[src/rtl/seg_pkg.sv]
// seg_pkg: shared constants and helpers for the BCD scan counter slice.
//   BCD_W   : width of one BCD digit code
//   BCD_MAX : largest legal BCD code (a decade wraps after this value)
//   onehot  : one-hot digit enable generator for the scanned display bus
package seg_pkg;

  localparam int         BCD_W   = 4;
  localparam logic [3:0] BCD_MAX = 4'd9;

  // Returns a vector with only bit idx set, or all zeros if idx is out of range for n digits.
  function automatic logic [63:0] onehot(input int unsigned idx, input int unsigned n);
    logic [63:0] v;
    v = 64'd0;
    if ((idx < n) && (idx < 32'd64)) begin
      v[idx] = 1'b1;
    end else begin
      v = 64'd0;
    end
    return v;
  endfunction

endpackage

[src/rtl/bcd_decade.sv]
// bcd_decade: one decimal decade of the event counter.
//   clk   in  : rising-edge clock
//   rst_n in  : synchronous active-low reset, clears the digit
//   clr   in  : synchronous clear, wins over cin
//   cin   in  : carry in; the digit advances by one when high
//   q     out : current digit value, always within 0..9
//   cout  out : carry out, high when cin is high and the digit is at 9
module bcd_decade
  import seg_pkg::*;
(
  input  logic             clk,
  input  logic             rst_n,
  input  logic             clr,
  input  logic             cin,
  output logic [BCD_W-1:0] q,
  output logic             cout
);

  logic [BCD_W-1:0] q_r;

  // Digit register: reset/clear to 0, advance on carry-in, wrap 9 -> 0.
  always_ff @(posedge clk) begin
    if (!rst_n) begin
      q_r <= 4'd0;
    end else if (clr) begin
      q_r <= 4'd0;
    end else if (cin) begin
      if (q_r == BCD_MAX) begin
        q_r <= 4'd0;
      end else begin
        q_r <= q_r + 4'd1;
      end
    end else begin
      q_r <= q_r;
    end
  end

  // Combinational carry so a wrap ripples through every decade in one cycle.
  assign cout = cin & (q_r == BCD_MAX);
  assign q    = q_r;

endmodule

[src/rtl/bcd_scan_counter.sv]
// bcd_scan_counter: multi-digit BCD event counter with a time-multiplexed
// digit scanner feeding a common-bus 7-segment decoder.
//   clk       in  : rising-edge clock
//   rst_n     in  : synchronous active-low reset
//   inc       in  : count +1 on each edge where high
//   clr       in  : synchronous clear of the count, priority over inc
//   bcd_o     out : BCD code of the currently selected digit (registered)
//   dig_sel_o out : one-hot digit enable, bit 0 = least significant (registered)
//   blank_o   out : selected digit is a leading zero (registered)
//   ovf_o     out : one-cycle pulse after the count wraps all-9s -> all-0s
module bcd_scan_counter
  import seg_pkg::*;
#(
  parameter int DIGITS   = 4,
  parameter int SCAN_DIV = 50000,
  parameter int LZB      = 1
) (
  input  logic              clk,
  input  logic              rst_n,
  input  logic              inc,
  input  logic              clr,
  output logic [BCD_W-1:0]  bcd_o,
  output logic [DIGITS-1:0] dig_sel_o,
  output logic              blank_o,
  output logic              ovf_o
);

  localparam int PRE_W = (SCAN_DIV > 1) ? $clog2(SCAN_DIV) : 1;
  localparam int IDX_W = (DIGITS > 1) ? $clog2(DIGITS) : 1;
  localparam logic [PRE_W-1:0] PRE_LAST = PRE_W'(SCAN_DIV - 1);
  localparam logic [IDX_W-1:0] IDX_LAST = IDX_W'(DIGITS - 1);

  logic [DIGITS:0]    carry_s;
  logic [BCD_W-1:0]   digit_s [DIGITS];
  logic [PRE_W-1:0]   pre_r;
  logic [IDX_W-1:0]   scan_idx_r;
  logic [DIGITS-1:0]  sel_s;
  logic [DIGITS-1:0]  zero_above_s;
  logic               zero_acc_s;
  logic [BCD_W-1:0]   sel_bcd_s;
  logic               blank_s;
  logic [BCD_W-1:0]   bcd_r;
  logic [DIGITS-1:0]  dig_sel_r;
  logic               blank_r;
  logic               ovf_r;

  assign carry_s[0] = inc;

  // Counter decades, carry chained least significant first.
  for (genvar g = 0; g < DIGITS; g++) begin : g_dec
    bcd_decade u_decade (
      .clk   (clk),
      .rst_n (rst_n),
      .clr   (clr),
      .cin   (carry_s[g]),
      .q     (digit_s[g]),
      .cout  (carry_s[g+1])
    );
  end

  // Prescaler and scan index: index advances once every SCAN_DIV cycles.
  always_ff @(posedge clk) begin
    if (!rst_n) begin
      pre_r      <= {PRE_W{1'b0}};
      scan_idx_r <= {IDX_W{1'b0}};
    end else if (pre_r == PRE_LAST) begin
      pre_r      <= {PRE_W{1'b0}};
      scan_idx_r <= (scan_idx_r == IDX_LAST) ? {IDX_W{1'b0}} : scan_idx_r + IDX_W'(1);
    end else begin
      pre_r      <= pre_r + PRE_W'(1);
      scan_idx_r <= scan_idx_r;
    end
  end

  assign sel_s = DIGITS'(onehot(32'(scan_idx_r), DIGITS));

  // Digit mux and leading-zero map; zero_above_s[i] means digit i and all above are 0.
  always_comb begin
    sel_bcd_s    = {BCD_W{1'b0}};
    zero_acc_s   = 1'b1;
    zero_above_s = {DIGITS{1'b0}};
    for (int i = DIGITS - 1; i >= 0; i--) begin
      zero_acc_s      = zero_acc_s & (digit_s[i] == 4'd0);
      zero_above_s[i] = zero_acc_s;
      sel_bcd_s       = sel_bcd_s | (digit_s[i] & {BCD_W{sel_s[i]}});
    end
    // Digit 0 is masked out so a zero count still shows a single 0.
    blank_s = (LZB != 0) && (|(sel_s & zero_above_s & ~DIGITS'(1)));
  end

  // Output registers: bcd/dig_sel/blank load together so the bus never glitches.
  always_ff @(posedge clk) begin
    if (!rst_n) begin
      bcd_r     <= 4'd0;
      dig_sel_r <= DIGITS'(1);
      blank_r   <= 1'b0;
      ovf_r     <= 1'b0;
    end else begin
      bcd_r     <= sel_bcd_s;
      dig_sel_r <= sel_s;
      blank_r   <= blank_s;
      // A carry out of the top decade is the wrap; clear suppresses it.
      ovf_r     <= carry_s[DIGITS] & ~clr;
    end
  end

  assign bcd_o     = bcd_r;
  assign dig_sel_o = dig_sel_r;
  assign blank_o   = blank_r;
  assign ovf_o     = ovf_r;

endmodule

[config.mk]
export PLATFORM = sky130hd
export DESIGN_NAME = bcd_scan_counter
export DESIGN_NICKNAME = d
export VERILOG_FILES = /design/src/rtl/seg_pkg.sv /design/src/rtl/bcd_decade.sv /design/src/rtl/bcd_scan_counter.sv
export SDC_FILE = /design/constraint.sdc
export NUM_CORES = 1
export LEC_CHECK = 0
export CAP_MARGIN = 5
export CORE_ASPECT_RATIO = 1.5
export CORE_UTILIZATION = 25
export DETAILED_ROUTE_END_ITERATION = 6
export SLEW_MARGIN = 20
export SYNTH_ARGS = -nofsm -noshare
export SYNTH_HDL_FRONTEND = slang
export SYNTH_HIERARCHICAL = 1
export SYNTH_SLANG_ARGS = --single-unit
[constraint.sdc]
create_clock -name clk -period 4.5 [get_ports clk]
set_input_delay 0.45 -clock clk [delete_from_list [all_inputs] [get_ports clk]]
set_output_delay 0.45 -clock clk [all_outputs]
set_load 0.005 [all_outputs]
==> impl_metrics.toml, run 1 <==
[worst_setup_path]
crit_path_start = "inc"
crit_path_max_fanout = 4
critPathCaptureType = "register"
path_class = "primary input to register"
timing.rr.start = "g_dec[0].u_decade/q[3]$_SDFFE_PP0P_"
reg2reg_slack_ns = 1.50
crit_path_start_kind = "primary input"
worstPathRequired_ns = 4.71
reg2reg_depth = 9
timing.rr.end = "g_dec[3].u_decade/q[1]$_SDFFE_PP0P_"
cp_data_arrival_time_ns = 3.40

[clock_network]
ctsResizeCount = 0
clock_sinks = 44
cts_buffers = 5
post_cts_buffers = 0
cts_max_level = 2
postCtsHoldBufs = 0
cts_root_buf = "clkbuf_16"
path_clk_slew_ns = 0.06
cts_tree = "yes"
clock_latency_ns = 0.28
ctsLongestPathBuffers = 2

[timing]
hold_violations = 0
setup_viol = 0
period_share_pct = 70.8
fin_worst_skew_ns = 0.00710
worst_pin_slew_ns = 0.575
fin_tns_setup_ns = 0
rsz0062_at_grt = "no"
drv_slew = 0
fin_crit_ns = 3.19
max_slew_margin_pct = 61.5
max_freq_mhz = 314

[drt]
vias = 1479
dr.pass1.iters = 4
drcViolationCount = 0
vias_per_cell = 4.48
postRouteAntennaNets = 0
routedWlPerCell_um = 11.5
routed_wl_mm = 3.79
drt_iter0_drc = 84

[die]
fp-row-count = 39
chipWidth_um = 74.9
dieArea_um2 = 8340
coreArea_um2 = 7660
start_util_pct = 26.0
num_io_pins = 14
die_h_um = 111

[min_path]
hold_path_depth = 1
worstHoldStart = "pre_r[0]$_SDFF_PP0_"
holdCritPathClass = "register to register"
min_to = "pre_r[0]$_SDFF_PP0_"

[yosys]
ys_seq_area_share_pct = 44.2
ys_ff_latch = 44
synth_top_area_share_pct = 44.2
synth_edf_count = 0
yosysWarnings = 6
synth.distinct_cells = 35
synthArstFlopShare_pct = 0
synth_top_area_cell = "dfxtp_1"
synthesis.area_um2 = 1990
syn_nets = 219
synthFlopType = "dfxtp_1"
synthCells = 210
synthTopCellsByArea = "dfxtp_1, xnor2_1, nor2_1"
avgSynthCellArea_um2 = 9.49

[outcome]
status = "finished clean"

[finish]
fin_area_um2 = 2400
area_growth_pct = 20.5
final_common_cell = "dfxtp_1"
n_fill_cell = 819
layout_common_cells = "dfxtp_1, nor2_1, xnor2_1"
post-route-util_pct = 31.3
antenna_cells = 0
finalNetCount = 236
drive_above_1_share_pct = 11.0

[placement]
routabilityCongestion = 0.744
portBuffers = 13
dp_hpwl_mm = 2.72
placed_cell_area_um2 = 2240

[global_routing]
grt_max_degree = 20
track_usage_pct = 10.3
antenna_found_initial = 0
grt_pass1_vias = 1483
grt_pass1_wl_mm = 6.64
grt.overflow.total = 0

[power_and_ir_drop]
p_leak_nw = 0.799
cellPowerDensity_nw_per_um2 = 339
vdd_drop_max_mv = 0.155

[flow_run]
max_cap_violations = 0
## flip-flops by register name (all words and copies together), names as in the netlist
name,cells
bcd_o,4
g_dec.u_decade/q,16
dig_sel_o,4
scan_idx_r,2
blank_o,1
ovf_o,1
pre_r,16
## critical path: stages
cell             delay, ns
clkdlybuf4s50_1       0.54
nand2_2               0.09
nor3b_1               0.48
nand2_2               0.14
nor3b_1               0.46
nand2_2               0.14
nor3b_1               0.47
nand2_2               0.14
or3_1                 0.38
a21oi_2               0.11
## metal layers
metal  vias up  track usage, %  part of all wire (%)
li1        768               -                     -
met1       688            12.3                    47
met2        18            17.1                    48
met3         5            1.63                   2.9
met4         0            5.66                   1.9
met5         -               0                     0
## through the flow
| step | power (W) | std cells | setup WS [ns] | hold slack [ns] |
|---|---|---|---|---|
| 6_report | 0.000814 | 330 | 1.31 | 0.444 |
| 3_5_place_dp | 0.000423 | 322 | 1.03 | 0.436 |
| 3_3_place_gp | 0.000423 | 322 | 1.11 | 0.433 |
| 2_1_floorplan | 0.000415 | 210 | 1.90 | 0.418 |
| 5_1_grt | 0.000842 | 330 | 1.01 | 0.484 |
| 4_1_cts | 0.000825 | 330 | 1.31 | 0.449 |
## how the worst max path moves through the flow
stage,endpoint,slack [ns],cells after the start
3_5_place_dp,g_dec[3].u_decade/q[1]$_SDFFE_PP0P_,1.03,10
5_1_grt,g_dec[3].u_decade/q[1]$_SDFFE_PP0P_,1.01,10
4_1_cts,g_dec[3].u_decade/q[1]$_SDFFE_PP0P_,1.31,10
6_report,g_dec[3].u_decade/q[1]$_SDFFE_PP0P_,1.31,10
3_3_place_gp,g_dec[3].u_decade/q[1]$_SDFFE_PP0P_,1.11,10
2_1_floorplan,g_dec[3].u_decade/q[1]$_SDFFE_PP0P_,1.90,9
## synth_stat cells, types with 2 or more instances
cell,instances
a21boi_0,4
a21oi_1,5
a21oi_2,4
a22oi_1,8
and2_1,4
and4b_1,5
buf_2,2
dfxtp_1,44
ha_1,5
inv_1,2
nand2_1,12
nand2_2,4
nand2b_1,5
nand3_1,7
nand4_1,3
nor2_1,28
nor2b_1,9
nor3_1,2
nor3b_1,4
nor4_1,2
nor4_2,6
o21ai_0,8
or3_1,5
xnor2_1,15
xor2_1,7
## power by group
part	internal, W	leakage, nW	switching, W	total (W)
combinational	0.00000794	0.363	0.0000104	0.0000183
clock	0.000261	0.0808	0.000139	0.000400
sequential	0.000393	0.355	0.00000286	0.000396
## area by class of cell
class | instances | area, µm² | share of cell area [%]
multi-input combinational | 161 | 1090 | 45.4
clock inverter | 2 | 35.0 | 1.46
clock buffer | 6 | 129 | 5.37
inverter | 2 | 7.51 | 0.313
tap | 102 | 128 | 5.32
timing repair buffer | 13 | 130 | 5.42
sequential | 44 | 881 | 36.7
## kinds of logic after synthesis
| group | count (synthesis) | share of synthesized area [%] |
|---|---|---|
| AOI/OAI and AO/OA | 31 | 10.4 |
| adders and majority gates | 5 | 3.14 |
| and+or+nand+nor | 102 | 31.1 |
| DFF | 44 | 44.2 |
| muxes | 1 | 0.502 |
| xor gates and xnor gates | 22 | 9.67 |
| buffers and inverters | 5 | 1.07 |
Note: power is estimated with default switching activity, not from simulation.
==> inputs of run 2 (changes only) <==
==> constraint.sdc (replaced) <==
create_clock -name clk -period 3.1 [get_ports clk]
set_input_delay 0.31 -clock clk [delete_from_list [all_inputs] [get_ports clk]]
set_output_delay 0.31 -clock clk [all_outputs]
set_load 0.005 [all_outputs]
==> run 2 against run 1 <==
Net effect: clock skew barely moved; total power grew 46%; critical path depth is 1 higher; worst setup slack worse by 0.72 ns; combinational power increased by 50%; critical path type unchanged; worst hold slack improved by 0.0074 ns; global-route usage is 0.40 points lower; count of clock-buffer cells in the layout shrank 1; sequential power is 45% higher; core utilization up 0.44 points.
==> impl_metrics.toml, run 2 (same netlist as run 1, synthesis figures left out) <==
[outcome]
status = "finished clean"

[timing]
fin_crit_ns = 2.51
hold_ws_ns = 0.452
max_slew_margin_pct = 67.7
fin_tns_setup_ns = 0
rsz0062_at_grt = "no"
setup_viol = 0
fin_worst_skew_ns = 0.00732
max_freq_mhz = 399
drv_slew = 0
worst_pin_slew_ns = 0.484
hold_violations = 0
final.setup.worst_slack_ns = 0.593
period_share_pct = 80.9

[worst_setup_path]
crit_path_start = "inc"
crit_chain = "clkdlybuf4s50_1 > nand2_2 > nor3b_1 > nand2_2 > nor3b_1 > buf_4 > nand2_2 > nor3b_1 > nand2_2 > or3_1 > a21oi_2"
crit_path_end = "g_dec[3].u_decade/q[1]$_SDFFE_PP0P_"
path_class = "primary input to register"
reg2reg_depth = 10
cp_slowest_stage_delay_ns = 0.54
reg2reg_slack_ns = 0.68
crit_path_max_fanout = 4
critPathBufInv = 2
worstPathRequired_ns = 3.31
path_delay_family = "simple AND/OR/NAND/NOR gates"
crit_path_start_kind = "primary input"
timing.rr.end = "g_dec[3].u_decade/q[1]$_SDFFE_PP0P_"
crit_top_cell = "nand2_2"
cp_data_arrival_time_ns = 2.72
critPathCaptureType = "register"
slowest_stage = "clkdlybuf4s50_1"
path_depth = 11
timing.rr.start = "g_dec[0].u_decade/q[3]$_SDFFE_PP0P_"

[global_routing]
grt_pass1_wl_mm = 6.43
grt.overflow.total = 0
track_usage_pct = 9.89
grt_pass1_vias = 1447
antenna_found_initial = 0
grt_max_degree = 20

[drt]
drcViolationCount = 0
highest_layer = "met4"
dr_wl_met2_mm = 1.79
vias_per_cell = 4.55
postRouteAntennaNets = 0
vias = 1519
wl_met3_um = 140
routed_wl_mm = 3.79
m1WireLength_mm = 1.80
routedWlPerCell_um = 11.4
dr.pass1.iters = 4
drt_iter0_drc = 48

[die]
num_io_pins = 14
die_h_um = 111
coreArea_um2 = 7660
start_util_pct = 26.0
chipWidth_um = 74.9
dieArea_um2 = 8340
fp-row-count = 39

[finish]
area_growth_pct = 22.2
post-route-util_pct = 31.8
antenna_cells = 0
n_fill_cell = 819
final_common_cell = "dfxtp_1"
finalNetCount = 240
layout_common_cells = "dfxtp_1, nor2_1, xnor2_1"
drive_above_1_share_pct = 12.9

[power_and_ir_drop]
p_total_w = 0.00119
cellPowerDensity_nw_per_um2 = 488
vdd_drop_max_mv = 0.207
p_leak_nw = 0.820

[clock_network]
cts_tree = "yes"
postCtsHoldBufs = 0
post_cts_buffers = 0
cts_root_buf = "clkbuf_16"
ctsLongestPathBuffers = 2
clock_latency_ns = 0.28
path_clk_slew_ns = 0.06
cts_buffers = 5
clock_sinks = 44
ctsResizeCount = 0
cts_max_level = 2

[flow_run]
max_cap_violations = 0

[min_path]
holdCritPathClass = "register to register"

[placement]
dp_hpwl_mm = 2.73
routabilityCongestion = 0.746
portBuffers = 13
post-place-ws_ns = 0.299
-- run 2: cell types whose count changed in the layout (fill, tap and decap cells not counted) --
cell	change
clkinvlp_4	+1
buf_4	+4
clkbuf_1	-1
-- run 2: area by class of cell --
type                    instances  area [µm²]  share of cell area, %
repair buffers                 17         160                   6.58
clock inverters                 3        42.5                   1.75
clock buffers                   5         125                   5.14
multi-input cells             161        1090                   44.8
well taps                     102         128                   5.24
inverters                       2        7.51                  0.308
flip-flops and latches         44         881                   36.2
-- run 2: per-stage QoR --
stage / instance area, µm² / std cells
6_report: 2430 / 334
3_5_place_dp: 2270 / 326
3_3_place_gp: 2270 / 326
4_1_cts: 2430 / 334
2_1_floorplan: 1990 / 210
5_1_grt: 2430 / 334
-- run 2: power breakdown --
part           leakage (nW)  switching (W)  internal [W]  total (W)
Clock                0.0798       0.000208      0.000378   0.000586
Combinational         0.385      0.0000151     0.0000124  0.0000275
Sequential            0.355     0.00000410      0.000570   0.000574
Total                 0.820       0.000227      0.000961    0.00119
-- run 2: how the worst min path moves through the flow --
stage	start	end	cells past startpoint
2_1_floorplan	rst_n	dig_sel_o[0]$_SDFF_PN1_	1
3_3_place_gp	pre_r[0]$_SDFF_PP0_	pre_r[0]$_SDFF_PP0_	1
3_5_place_dp	pre_r[0]$_SDFF_PP0_	pre_r[0]$_SDFF_PP0_	1
4_1_cts	pre_r[0]$_SDFF_PP0_	pre_r[0]$_SDFF_PP0_	1
5_1_grt	pre_r[0]$_SDFF_PP0_	pre_r[0]$_SDFF_PP0_	1
6_report	pre_r[0]$_SDFF_PP0_	pre_r[0]$_SDFF_PP0_	1
-- run 2: worst register-to-register path, cell delays in order (launching register included) --
cell and delay (ns):
dfxtp_1 0.37, nor2b_1 0.20, nor3b_1 0.32, nand2_2 0.12, nor3b_1 0.20, buf_4 0.17
nand2_2 0.07, nor3b_1 0.31, nand2_2 0.12, or3_1 0.38, a21oi_2 0.11
-- run 2: routing by layer --
layer	track usage (%)	up-vias
li1	-	779
met1	11.9	711
met2	16.3	24
met3	2.17	5
met4	4.53	0
met5	0	-
==> inputs of run 3 (changes only) <==
==> constraint.sdc (replaced) <==
create_clock -name clk -period 2.1 [get_ports clk]
set_input_delay 0.21 -clock clk [delete_from_list [all_inputs] [get_ports clk]]
set_output_delay 0.21 -clock clk [all_outputs]
set_load 0.005 [all_outputs]
==> run 3 against run 2 <==
Net effect: non-clock buffer count rose by 10; clock power rose by 53%; worst setup slack got worse by 0.44 ns; count of clock-buffer cells in the layout did not move; cell area rose by 5.5%; sequential power rose by 48%; combinational power rose by 67%; worst hold slack got worse by 0.12 ns; global-route usage rose by 0.86 points; total power rose by 51%; via count rose by 3.2%; critical path type is now register to register.
==> impl_metrics.toml, run 3 (same netlist as run 1, synthesis figures left out) <==
[clock_network]
clock_sinks = 44
cts_tree = "yes"
cts_max_level = 2
cts_buffers = 5
path_clk_slew_ns = 0.06
ctsLongestPathBuffers = 2
postCtsHoldBufs = 0
clock_latency_ns = 0.29
cts_root_buf = "clkbuf_16"

[power_and_ir_drop]
internal-power_w = 0.00143
combPwrFrac_pct = 2.6
clockPowerShare_pct = 50.1
p_leak_nw = 0.881
pwr-share-seq_pct = 47.4
p_sw_share_pct = 20.2
cellPowerDensity_nw_per_um2 = 696
p_switching_w = 0.000360
vdd_drop_max_mv = 0.418

[worst_setup_path]
cp_data_arrival_time_ns = 2.18
path_class = "register to register"
crit_path_max_fanout = 3
worstPathRequired_ns = 2.33
reg2reg_depth = 10
crit_path_start = "g_dec[0].u_decade/q[3]$_SDFFE_PP0P_"
timing.rr.start = "g_dec[0].u_decade/q[3]$_SDFFE_PP0P_"
crit_path_start_kind = "register"
critPathCaptureType = "register"

[timing]
setup_viol = 0
fin_crit_ns = 1.95
drv_slew = 0
max_slew_margin_pct = 70.5
max_freq_mhz = 513
hold_violations = 0
worst_pin_slew_ns = 0.441
fin_worst_skew_ns = 0.00609
period_share_pct = 92.8
hold_ws_ns = 0.333

[drt]
dr.pass1.iters = 4
drt_iter0_drc = 58
vias_per_cell = 4.56
routedWlPerCell_um = 11.4
postRouteAntennaNets = 0
drcViolationCount = 0
routed_wl_mm = 3.91
vias = 1568

[die]
start_util_pct = 26.0
fp-row-count = 39
die_h_um = 111
num_io_pins = 14
dieArea_um2 = 8340
coreArea_um2 = 7660
chipWidth_um = 74.9

[finish]
n_fill_cell = 798
antenna_cells = 0
drive_above_1_share_pct = 19.4
finalNetCount = 250
register_area_um2 = 882
final_common_cell = "dfxtp_1"
layout_common_cells = "dfxtp_1, nor2_1, xnor2_1"
post-route-util_pct = 33.5
multi_input_area_um2 = 1140
area_growth_pct = 28.9

[flow_run]
max_cap_violations = 0

[global_routing]
track_usage_pct = 10.7
grt_pass1_wl_mm = 7.00
antenna_found_initial = 0
grt.overflow.total = 0
grt_pass1_vias = 1605
grt_max_degree = 16

[min_path]
hold_path_depth = 4
holdCritPathClass = "primary input to register"
worstHoldStart = "inc"

[placement]
portBuffers = 13
routabilityCongestion = 0.774
dp_hpwl_mm = 2.94

[outcome]
status = "finished clean"
[run 3: per-stage QoR]
step | setup TNS (ns) | power, W | std cells | area (µm²) | setup WS [ns]
after CTS | 0 | 0.00181 | 340 | 2520 | 0.0438
final | 0 | 0.00179 | 344 | 2570 | 0.151
after global placement | -0.261 | 0.000911 | 332 | 2350 | -0.124
after floorplan | 0 | 0.000889 | 210 | 2030 | 0.0208
after global routing | -0.0121 | 0.00185 | 344 | 2570 | -0.00992
after detailed placement | -0.411 | 0.000911 | 332 | 2350 | -0.169
[run 3: cell type report]
cell class / count / share of cell area, %
Timing Repair Buffer: 27 / 9.25
Tap cell: 102 / 4.97
Clock inverter: 3 / 1.80
Multi-Input combinational cell: 161 / 44.5
Inverter: 2 / 0.292
Clock buffer: 5 / 4.87
Sequential cell: 44 / 34.3
[run 3: repair_timing]
item,4_1_cts,5_1_grt
buffers inserted,0,4
resized for setup,0,6
setup endpoints to repair,0,4
[run 3: worst paths after layout]
kind                                                            end  slack [ns]
worst max-delay path                               ovf_o$_SDFF_PN0_        0.15
worst max register to register                     ovf_o$_SDFF_PN0_        0.15
worst min register to register                  pre_r[0]$_SDFF_PP0_        0.45
worst min-delay path            g_dec[0].u_decade/q[0]$_SDFFE_PP0P_        0.33
[run 3: critical path, stage by stage, from the launching register on]
cell and delay (ns):
dfxtp_2 0.32, nor2b_4 0.15, nor3b_4 0.21, nand2_2 0.10, nor3b_4 0.22, nand2_2 0.10, nor3b_4 0.22, nand2_2 0.09
buf_4 0.15, nor3b_2 0.15, and3b_1 0.17
[run 3: power by group through the flow]
stage	sequential, W	combinational [W]	clock [W]
floorplan	0.000865	0.0000241	0
global placement	0.000866	0.0000455	0
detailed placement	0.000866	0.0000458	0
CTS	0.000847	0.0000458	0.000921
global route	0.000847	0.0000517	0.000953
finish	0.000847	0.0000460	0.000895
[run 3: per-layer routing]
metal	vias to the layer above	GRT usage [%]	routed length, µm
li1	794	-	-
met1	744	12.0	1700
met2	22	18.1	1970
met3	8	2.53	119
met4	0	6.04	122
met5	-	0	0
